### src/rtl/pipe_stage_reg_pkg.sv
// Shared widths and control-bundle type for the pipeline stage register.
// Imported by the interface, the stage top and the skid buffer.
package pipe_stage_reg_pkg;

    localparam int unsigned DATA_W_DEF = 32;
    localparam int unsigned NDATA_DEF  = 2;
    localparam int unsigned REG_W_DEF  = 5;
    localparam int unsigned M_W_DEF    = 3;
    localparam int unsigned WB_W_DEF   = 2;

    typedef struct packed {
        logic [REG_W_DEF-1:0] rd;
        logic [M_W_DEF-1:0]   m;
        logic [WB_W_DEF-1:0]  wb;
    } ctrl_t;

    localparam int unsigned CTRL_W_DEF = $bits(ctrl_t);

    function automatic int unsigned entry_width(input int unsigned data_w,
                                                input int unsigned ndata,
                                                input int unsigned reg_w,
                                                input int unsigned m_w,
                                                input int unsigned wb_w);
        return data_w * ndata + reg_w + m_w + wb_w;
    endfunction

endpackage

### src/rtl/pipe_stage_reg_if.sv
// Handshake and payload bundle of the pipeline stage register.
// master = upstream/downstream environment, slave = the stage itself.
interface pipe_stage_reg_if #(
    parameter int unsigned DATA_W = pipe_stage_reg_pkg::DATA_W_DEF,
    parameter int unsigned NDATA  = pipe_stage_reg_pkg::NDATA_DEF,
    parameter int unsigned REG_W  = pipe_stage_reg_pkg::REG_W_DEF,
    parameter int unsigned M_W    = pipe_stage_reg_pkg::M_W_DEF,
    parameter int unsigned WB_W   = pipe_stage_reg_pkg::WB_W_DEF
);

    logic                    in_valid;
    logic                    in_ready;
    logic [NDATA*DATA_W-1:0] in_data;
    logic [REG_W-1:0]        in_reg;
    logic [M_W-1:0]          in_m;
    logic [WB_W-1:0]         in_wb;
    logic                    stall;
    logic                    flush;
    logic                    out_valid;
    logic                    out_ready;
    logic [NDATA*DATA_W-1:0] out_data;
    logic [REG_W-1:0]        out_reg;
    logic [M_W-1:0]          out_m;
    logic [WB_W-1:0]         out_wb;
    logic [1:0]              occ;

    modport master (
        output in_valid, in_data, in_reg, in_m, in_wb, stall, flush, out_ready,
        input  in_ready, out_valid, out_data, out_reg, out_m, out_wb, occ
    );

    modport slave (
        input  in_valid, in_data, in_reg, in_m, in_wb, stall, flush, out_ready,
        output in_ready, out_valid, out_data, out_reg, out_m, out_wb, occ
    );

endinterface

### src/rtl/pipe_skid_buf.sv
// Single skid entry behind the head of the pipeline stage; falling-edge state,
// asynchronous active-high reset.
module pipe_skid_buf
    import pipe_stage_reg_pkg::*;
#(
    parameter int unsigned Width = 8
) (
    input  logic             clk,
    input  logic             rst,
    input  logic             flush_i,
    input  logic             load_i,
    input  logic             pop_i,
    input  logic [Width-1:0] data_i,
    output logic             valid_o,
    output logic [Width-1:0] data_o
);

    logic             valid_q, valid_d;
    logic [Width-1:0] data_q, data_d;

    always_comb begin
        valid_d = valid_q;
        data_d  = data_q;
        if (flush_i) begin
            valid_d = 1'b0;
            data_d  = '0;
        end else if (load_i) begin
            valid_d = 1'b1;
            data_d  = data_i;
        end else if (pop_i) begin
            valid_d = 1'b0;
        end
    end

    always_ff @(negedge clk or posedge rst) begin
        if (rst) begin
            valid_q <= 1'b0;
            data_q  <= '0;
        end else begin
            valid_q <= valid_d;
            data_q  <= data_d;
        end
    end

    assign valid_o = valid_q;
    assign data_o  = data_q;

endmodule

### src/rtl/pipe_stage_reg.sv
// Pipeline stage register with valid/ready handshake, stall, flush and bubble masking.
// Define PIPE_SKID_EN for a 2-entry (head + skid) stage with registered in_ready.
module pipe_stage_reg
    import pipe_stage_reg_pkg::*;
#(
    parameter int unsigned DATA_W = DATA_W_DEF,
    parameter int unsigned NDATA  = NDATA_DEF,
    parameter int unsigned REG_W  = REG_W_DEF,
    parameter int unsigned M_W    = M_W_DEF,
    parameter int unsigned WB_W   = WB_W_DEF
) (
    input logic             clk,
    input logic             rst,
    pipe_stage_reg_if.slave bus
);

    localparam int unsigned EntryW = entry_width(DATA_W, NDATA, REG_W, M_W, WB_W);

    typedef logic [EntryW-1:0] entry_t;

    entry_t          in_entry;
    entry_t          head_q, head_d;
    logic            head_valid_q, head_valid_d;
    logic            xfer_in, xfer_out;
    logic [M_W-1:0]  head_m;
    logic [WB_W-1:0] head_wb;

    assign in_entry = {bus.in_data, bus.in_reg, bus.in_m, bus.in_wb};
    assign xfer_in  = bus.in_valid & bus.in_ready;
    assign xfer_out = head_valid_q & bus.out_ready & ~bus.stall;

`ifdef PIPE_SKID_EN
    logic   skid_valid;
    logic   skid_load;
    logic   skid_pop;
    entry_t skid_data;

    // Skid only catches input that arrives while the head is held.
    assign skid_load = xfer_in & head_valid_q & ~xfer_out;
    assign skid_pop  = xfer_out & skid_valid;

    pipe_skid_buf #(
        .Width (EntryW)
    ) u_skid (
        .clk     (clk),
        .rst     (rst),
        .flush_i (bus.flush),
        .load_i  (skid_load),
        .pop_i   (skid_pop),
        .data_i  (in_entry),
        .valid_o (skid_valid),
        .data_o  (skid_data)
    );

    // Depends only on the skid flop and stall, never on out_ready.
    assign bus.in_ready = ~bus.stall & ~skid_valid;
    assign bus.occ      = {1'b0, head_valid_q} + {1'b0, skid_valid};

    always_comb begin
        head_valid_d = head_valid_q;
        head_d       = head_q;
        if (bus.flush) begin
            head_valid_d = 1'b0;
            head_d       = '0;
        end else if (!head_valid_q) begin
            if (xfer_in) begin
                head_valid_d = 1'b1;
                head_d       = in_entry;
            end
        end else if (xfer_out) begin
            if (skid_valid) begin
                head_d = skid_data;
            end else if (xfer_in) begin
                head_d = in_entry;
            end else begin
                head_valid_d = 1'b0;
            end
        end
    end
`else
    assign bus.in_ready = ~bus.stall & (~head_valid_q | bus.out_ready);
    assign bus.occ      = {1'b0, head_valid_q};

    always_comb begin
        head_valid_d = head_valid_q;
        head_d       = head_q;
        if (bus.flush) begin
            head_valid_d = 1'b0;
            head_d       = '0;
        end else if (xfer_in) begin
            head_valid_d = 1'b1;
            head_d       = in_entry;
        end else if (xfer_out) begin
            head_valid_d = 1'b0;
        end
    end
`endif

    always_ff @(negedge clk or posedge rst) begin
        if (rst) begin
            head_valid_q <= 1'b0;
            head_q       <= '0;
        end else begin
            head_valid_q <= head_valid_d;
            head_q       <= head_d;
        end
    end

    assign {bus.out_data, bus.out_reg, head_m, head_wb} = head_q;
    assign bus.out_valid = head_valid_q;
    // Control fields read zero on an empty stage so downstream sees a bubble.
    assign bus.out_m     = head_valid_q ? head_m : '0;
    assign bus.out_wb    = head_valid_q ? head_wb : '0;

endmodule
### src/flat_wrapper.sv
// flat-port wrapper written by rule: the top's interface ports become plain ports
module pipe_stage_reg_flat import pipe_stage_reg_pkg::*;
#(
    parameter int unsigned DATA_W = DATA_W_DEF,
    parameter int unsigned NDATA  = NDATA_DEF,
    parameter int unsigned REG_W  = REG_W_DEF,
    parameter int unsigned M_W    = M_W_DEF,
    parameter int unsigned WB_W   = WB_W_DEF
)
  (clk, rst, bus_in_valid, bus_in_data, bus_in_reg, bus_in_m, bus_in_wb, bus_stall, bus_flush, bus_out_ready, bus_in_ready, bus_out_valid, bus_out_data, bus_out_reg, bus_out_m, bus_out_wb, bus_occ);
  pipe_stage_reg_if #(.DATA_W(DATA_W), .NDATA(NDATA), .REG_W(REG_W), .M_W(M_W), .WB_W(WB_W)) bus_i ();
  input logic clk;
  input logic rst;
  input wire logic [$bits(bus_i.in_valid)-1:0] bus_in_valid;
  input wire logic [$bits(bus_i.in_data)-1:0] bus_in_data;
  input wire logic [$bits(bus_i.in_reg)-1:0] bus_in_reg;
  input wire logic [$bits(bus_i.in_m)-1:0] bus_in_m;
  input wire logic [$bits(bus_i.in_wb)-1:0] bus_in_wb;
  input wire logic [$bits(bus_i.stall)-1:0] bus_stall;
  input wire logic [$bits(bus_i.flush)-1:0] bus_flush;
  input wire logic [$bits(bus_i.out_ready)-1:0] bus_out_ready;
  output wire logic [$bits(bus_i.in_ready)-1:0] bus_in_ready;
  output wire logic [$bits(bus_i.out_valid)-1:0] bus_out_valid;
  output wire logic [$bits(bus_i.out_data)-1:0] bus_out_data;
  output wire logic [$bits(bus_i.out_reg)-1:0] bus_out_reg;
  output wire logic [$bits(bus_i.out_m)-1:0] bus_out_m;
  output wire logic [$bits(bus_i.out_wb)-1:0] bus_out_wb;
  output wire logic [$bits(bus_i.occ)-1:0] bus_occ;
  assign bus_i.in_valid = bus_in_valid;
  assign bus_i.in_data = bus_in_data;
  assign bus_i.in_reg = bus_in_reg;
  assign bus_i.in_m = bus_in_m;
  assign bus_i.in_wb = bus_in_wb;
  assign bus_i.stall = bus_stall;
  assign bus_i.flush = bus_flush;
  assign bus_i.out_ready = bus_out_ready;
  assign bus_in_ready = bus_i.in_ready;
  assign bus_out_valid = bus_i.out_valid;
  assign bus_out_data = bus_i.out_data;
  assign bus_out_reg = bus_i.out_reg;
  assign bus_out_m = bus_i.out_m;
  assign bus_out_wb = bus_i.out_wb;
  assign bus_occ = bus_i.occ;
  pipe_stage_reg #(.DATA_W(DATA_W), .NDATA(NDATA), .REG_W(REG_W), .M_W(M_W), .WB_W(WB_W)) u_core (.clk(clk), .rst(rst), .bus(bus_i));
endmodule
### config.mk
export PLATFORM = sky130hd
export DESIGN_NAME = pipe_stage_reg_flat
export DESIGN_NICKNAME = d
export VERILOG_FILES = /design/src/rtl/pipe_stage_reg_pkg.sv /design/src/rtl/pipe_stage_reg_if.sv /design/src/rtl/pipe_skid_buf.sv /design/src/rtl/pipe_stage_reg.sv /design/src/flat_wrapper.sv
export SDC_FILE = /design/constraint.sdc
export NUM_CORES = 1
export LEC_CHECK = 0
export ABC_CLOCK_PERIOD_IN_PS = 2500
export BUFFER_PORTS_ARGS = -buffer_cell sky130_fd_sc_hd__buf_2
export CAP_MARGIN = 20
export CORE_UTILIZATION = 45
export CTS_BUF_LIST = sky130_fd_sc_hd__clkbuf_4 sky130_fd_sc_hd__clkbuf_8
export CTS_CLUSTER_DIAMETER = 80
export CTS_CLUSTER_SIZE = 8
export DETAILED_ROUTE_END_ITERATION = 8
export GPL_TIMING_DRIVEN = 0
export HOLD_SLACK_MARGIN = 0.15
export PLACE_DENSITY_LB_ADDON = 0.12
export SYNTH_ARGS = -nofsm -noshare
export SYNTH_HDL_FRONTEND = slang
export SYNTH_HIERARCHICAL = 1
export SYNTH_SLANG_ARGS = --single-unit
### constraint.sdc
create_clock -name clk -period 2.5 [get_ports clk]
set_clock_uncertainty 0.15 [all_clocks]
set_input_delay 0.5 -clock clk [delete_from_list [all_inputs] [get_ports clk]]
set_output_delay 0.5 -clock clk [all_outputs]
set_load 0.02 [all_outputs]
* Word level (Yosys, flattened, before mapping) *
Index checks and enable logic that the tools add are counted.

storage, ports and cells
  bits of input ports = 80
  output and inout port bits = 78
  bits in registers = 75

cells by class
  reductions and logical operators = 2
  bitwise logic cells = 7
  multiplexer cells = 7

operators with widths
  cell               number
  $mux 74            2
  $and 1x1->1        4
  $mux 1             3
  $mux 3             1
  $reduce_bool 3->1  1
  $mux 2             1
  $not 1->1          2
  $reduce_bool 2->1  1
  $or 1x1->1         1

* Longest topological paths before layout *
  depth in word-level cells = 6
  gate-level depth with buffers = 5
  gate-level depth less buffers = 3

==> reports/metrics.cfg <==
[logic_synthesis]
synth_cell_types=15
syn_area_per_cell_sq_um=10.8
syn_area_sq_um=4370
synth_fa_ha_area_share_pct=0
synth-seq-area-share_pct=43.0
synth_area_leader_cell=dfrtn_1
synth_compound_area_share_pct=0.229
syn_nets=486
synthCells=406
synthMuxAreaShare_pct=17.0
synthTopCellsByArea=dfrtn_1, nand2b_1, mux2i_1
async_flop_share_pct=100
yosysMostFrequentCell=nand2b_1
yosys_register_bits=75
yosys-top-cells-count=nand2b_1, dfrtn_1, mux2i_1
synth_xor_area_share_pct=0
yosys.area_share.simple_pct=22.6
synth_top_area_share_pct=43.0
synth_top_family_by_area=simple AND/OR/NAND/NOR gates
synth_edf_count=0
yosys_warnings=6
synth_ff_type=dfrtn_1

[pwr]
cellPowerDensity_nw_per_um2=501
power_w=0.00321
leakagePower_nw=3.13
ir_drop_uv=363

[worst_setup_path]
crit_type=flop to output pin
end_kind=output pin
crit_fanout=7
r2r_cells=9
worstReg2RegStart=u_core/bus.out_valid$_DFFE_NP0P_
reg2reg_slack_ns=0.63
arrival_ns=2.42
r2r_end=u_core/head_q[53]$_DFFE_NP0P_
required_ns=1.85
start_kind=flop

[placed_design]
placed_cells=691
place_congestion=0.734
pre_cts_ws_ns=-0.469
numPortBuffers=155
post-dp-hpwl_mm=6.50

[global_route]
grt_pass1_wl_mm=16.4
grt_pass1_vias=3275
globalRouteOverflowTotal=0
grt_max_degree=40
grt.total_usage_pct=20.9
antenna_found_initial=0

[floorplanning]
core_area_sq_um=9330
start_util_pct=46.8
die_h_um=101
die_area_sq_um=10100
ios=158
rows=35
die_w_um=101

[routing]
wl_per_cell_um=14.3
ant_nets=0
remaining_drc_errors=0
totalWireLength_mm=10.3
routed_via_density=4.48
vias=3223
first_pass_iters=4
drtIter0Drc=105

[final_layout]
num_antenna_cells=0
final_core_util_pct=68.6
nNetsFinal=665
drive_above_1_share_pct=47.1
area_growth_pct=46.4
instances_no_fill=719

[cts]
cts_buffers=9
clockRootBuffer=clkbuf_8
insertion_delay_ns=0.32
clockBufferDepth=2
cts.sinks=75
htreeDepth=3
cts_tree=done
hold_buffers=0
path_clk_slew_ns=0.05

[timing]
drv_slew=0
finalSetupViolCount=151
maxSlewHeadroom_pct=43.9
fin_ws_ns=-0.574
worst_slew_pin_slew_ns=0.839
rsz0062_at_grt=yes
tns_ns=-54.09
hold_viol=0

[min_path]
hold_end=u_core/head_q[1]$_DFFE_NP0P_
min_from=u_core/head_q[1]$_DFFE_NP0P_
hp-class=flop to flop
hold_depth=2

[outcome]
status=finished with violations
violations=negative setup slack

[run]
drv_cap=0

[cell type report]
| class | count | area (sq um) |
|---|---|---|
| Buffer | 48 | 404 |
| Clock buffer | 12 | 153 |
| Clock inverter | 4 | 97.6 |
| Fill cell | 727 | 2930 |
| Inverter | 2 | 11.3 |
| Multi-Input combinational cell | 234 | 1790 |
| Sequential cell | 75 | 1880 |
| Tap cell | 129 | 161 |
| Timing Repair Buffer | 215 | 1900 |
[worst max path at each step]
stage | from | to | cells past startpoint
floorplan | u_core/bus.out_valid$_DFFE_NP0P_ | bus_in_ready | 2
global placement | rst | u_core/head_q[28]$_DFFE_NP0P_ | 2
detailed placement | bus_flush | u_core/head_q[31]$_DFFE_NP0P_ | 4
CTS | u_core/bus.out_valid$_DFFE_NP0P_ | bus_out_m[1] | 3
global route | u_core/bus.out_valid$_DFFE_NP0P_ | bus_out_m[1] | 3
finish | u_core/bus.out_valid$_DFFE_NP0P_ | bus_out_wb[1] | 3
[repair_timing]
action                     CTS  global route
setup buffers               34            24
resized for setup          177            24
setup endpoints to repair  145           151
pin swaps                    1             2
cloned                       9             0
[critical path, cell delays in order (launching register included)]
cell and delay (ns):
dfrtn_1 0.46, buf_6 0.14, and2_4 0.14, buf_6 0.11
[per-stage QoR]
step / cell area (sq um) / hold WS, ns
global route: 6400 / 0.389
detailed placement: 5360 / 0.348
global placement: 5340 / 0.340
finish: 6400 / 0.357
floorplan: 4400 / 0.320
CTS: 6400 / 0.354
[kinds of logic after synthesis]
| logic type | Yosys count |
|---|---|
| simple gates | 157 |
| compound gates | 2 |
| other cells | 1 |
| flops | 75 |
| buf+inv | 97 |
| mux | 74 |
[placed cells by master (no fill, tap or decap), types with 2 or more instances in the layout]
cell	n
nand2b_1	148
buf_6	94
buf_2	78
dfrtn_1	75
mux2i_1	71
buf_4	59
clkbuf_1	14
buf_12	13
clkbuf_8	10
and2_4	5
bufinv_16	3
buf_16	3
clkinvlp_4	2
clkbuf_4	2
nor2_4	2
mux2i_2	2
[state kept, by name (all words and copies together) (netlist names)]
register and count:
u_core/bus.out_valid 1, u_core/head_q 74
[layer usage]
| metal | track usage, % | share of wire (%) | vias up |
|---|---|---|---|
| met4 | 5.69 | 0.99 | 0 |
| li1 | - | - | 1570 |
| met3 | 6.17 | 6.5 | 10 |
| met5 | 0 | 0 | - |
| met1 | 28.0 | 44 | 1541 |
| met2 | 33.2 | 49 | 102 |
[where the power goes]
group	total, W	internal [W]	switching (W)	leakage [nW]
registers	0.00133	0.00128	0.0000420	1.02
clock network	0.00118	0.000714	0.000461	0.124
logic	0.000705	0.000404	0.000301	1.98
total	0.00321	0.00240	0.000804	3.13
Power figures use the tool's default switching activity.
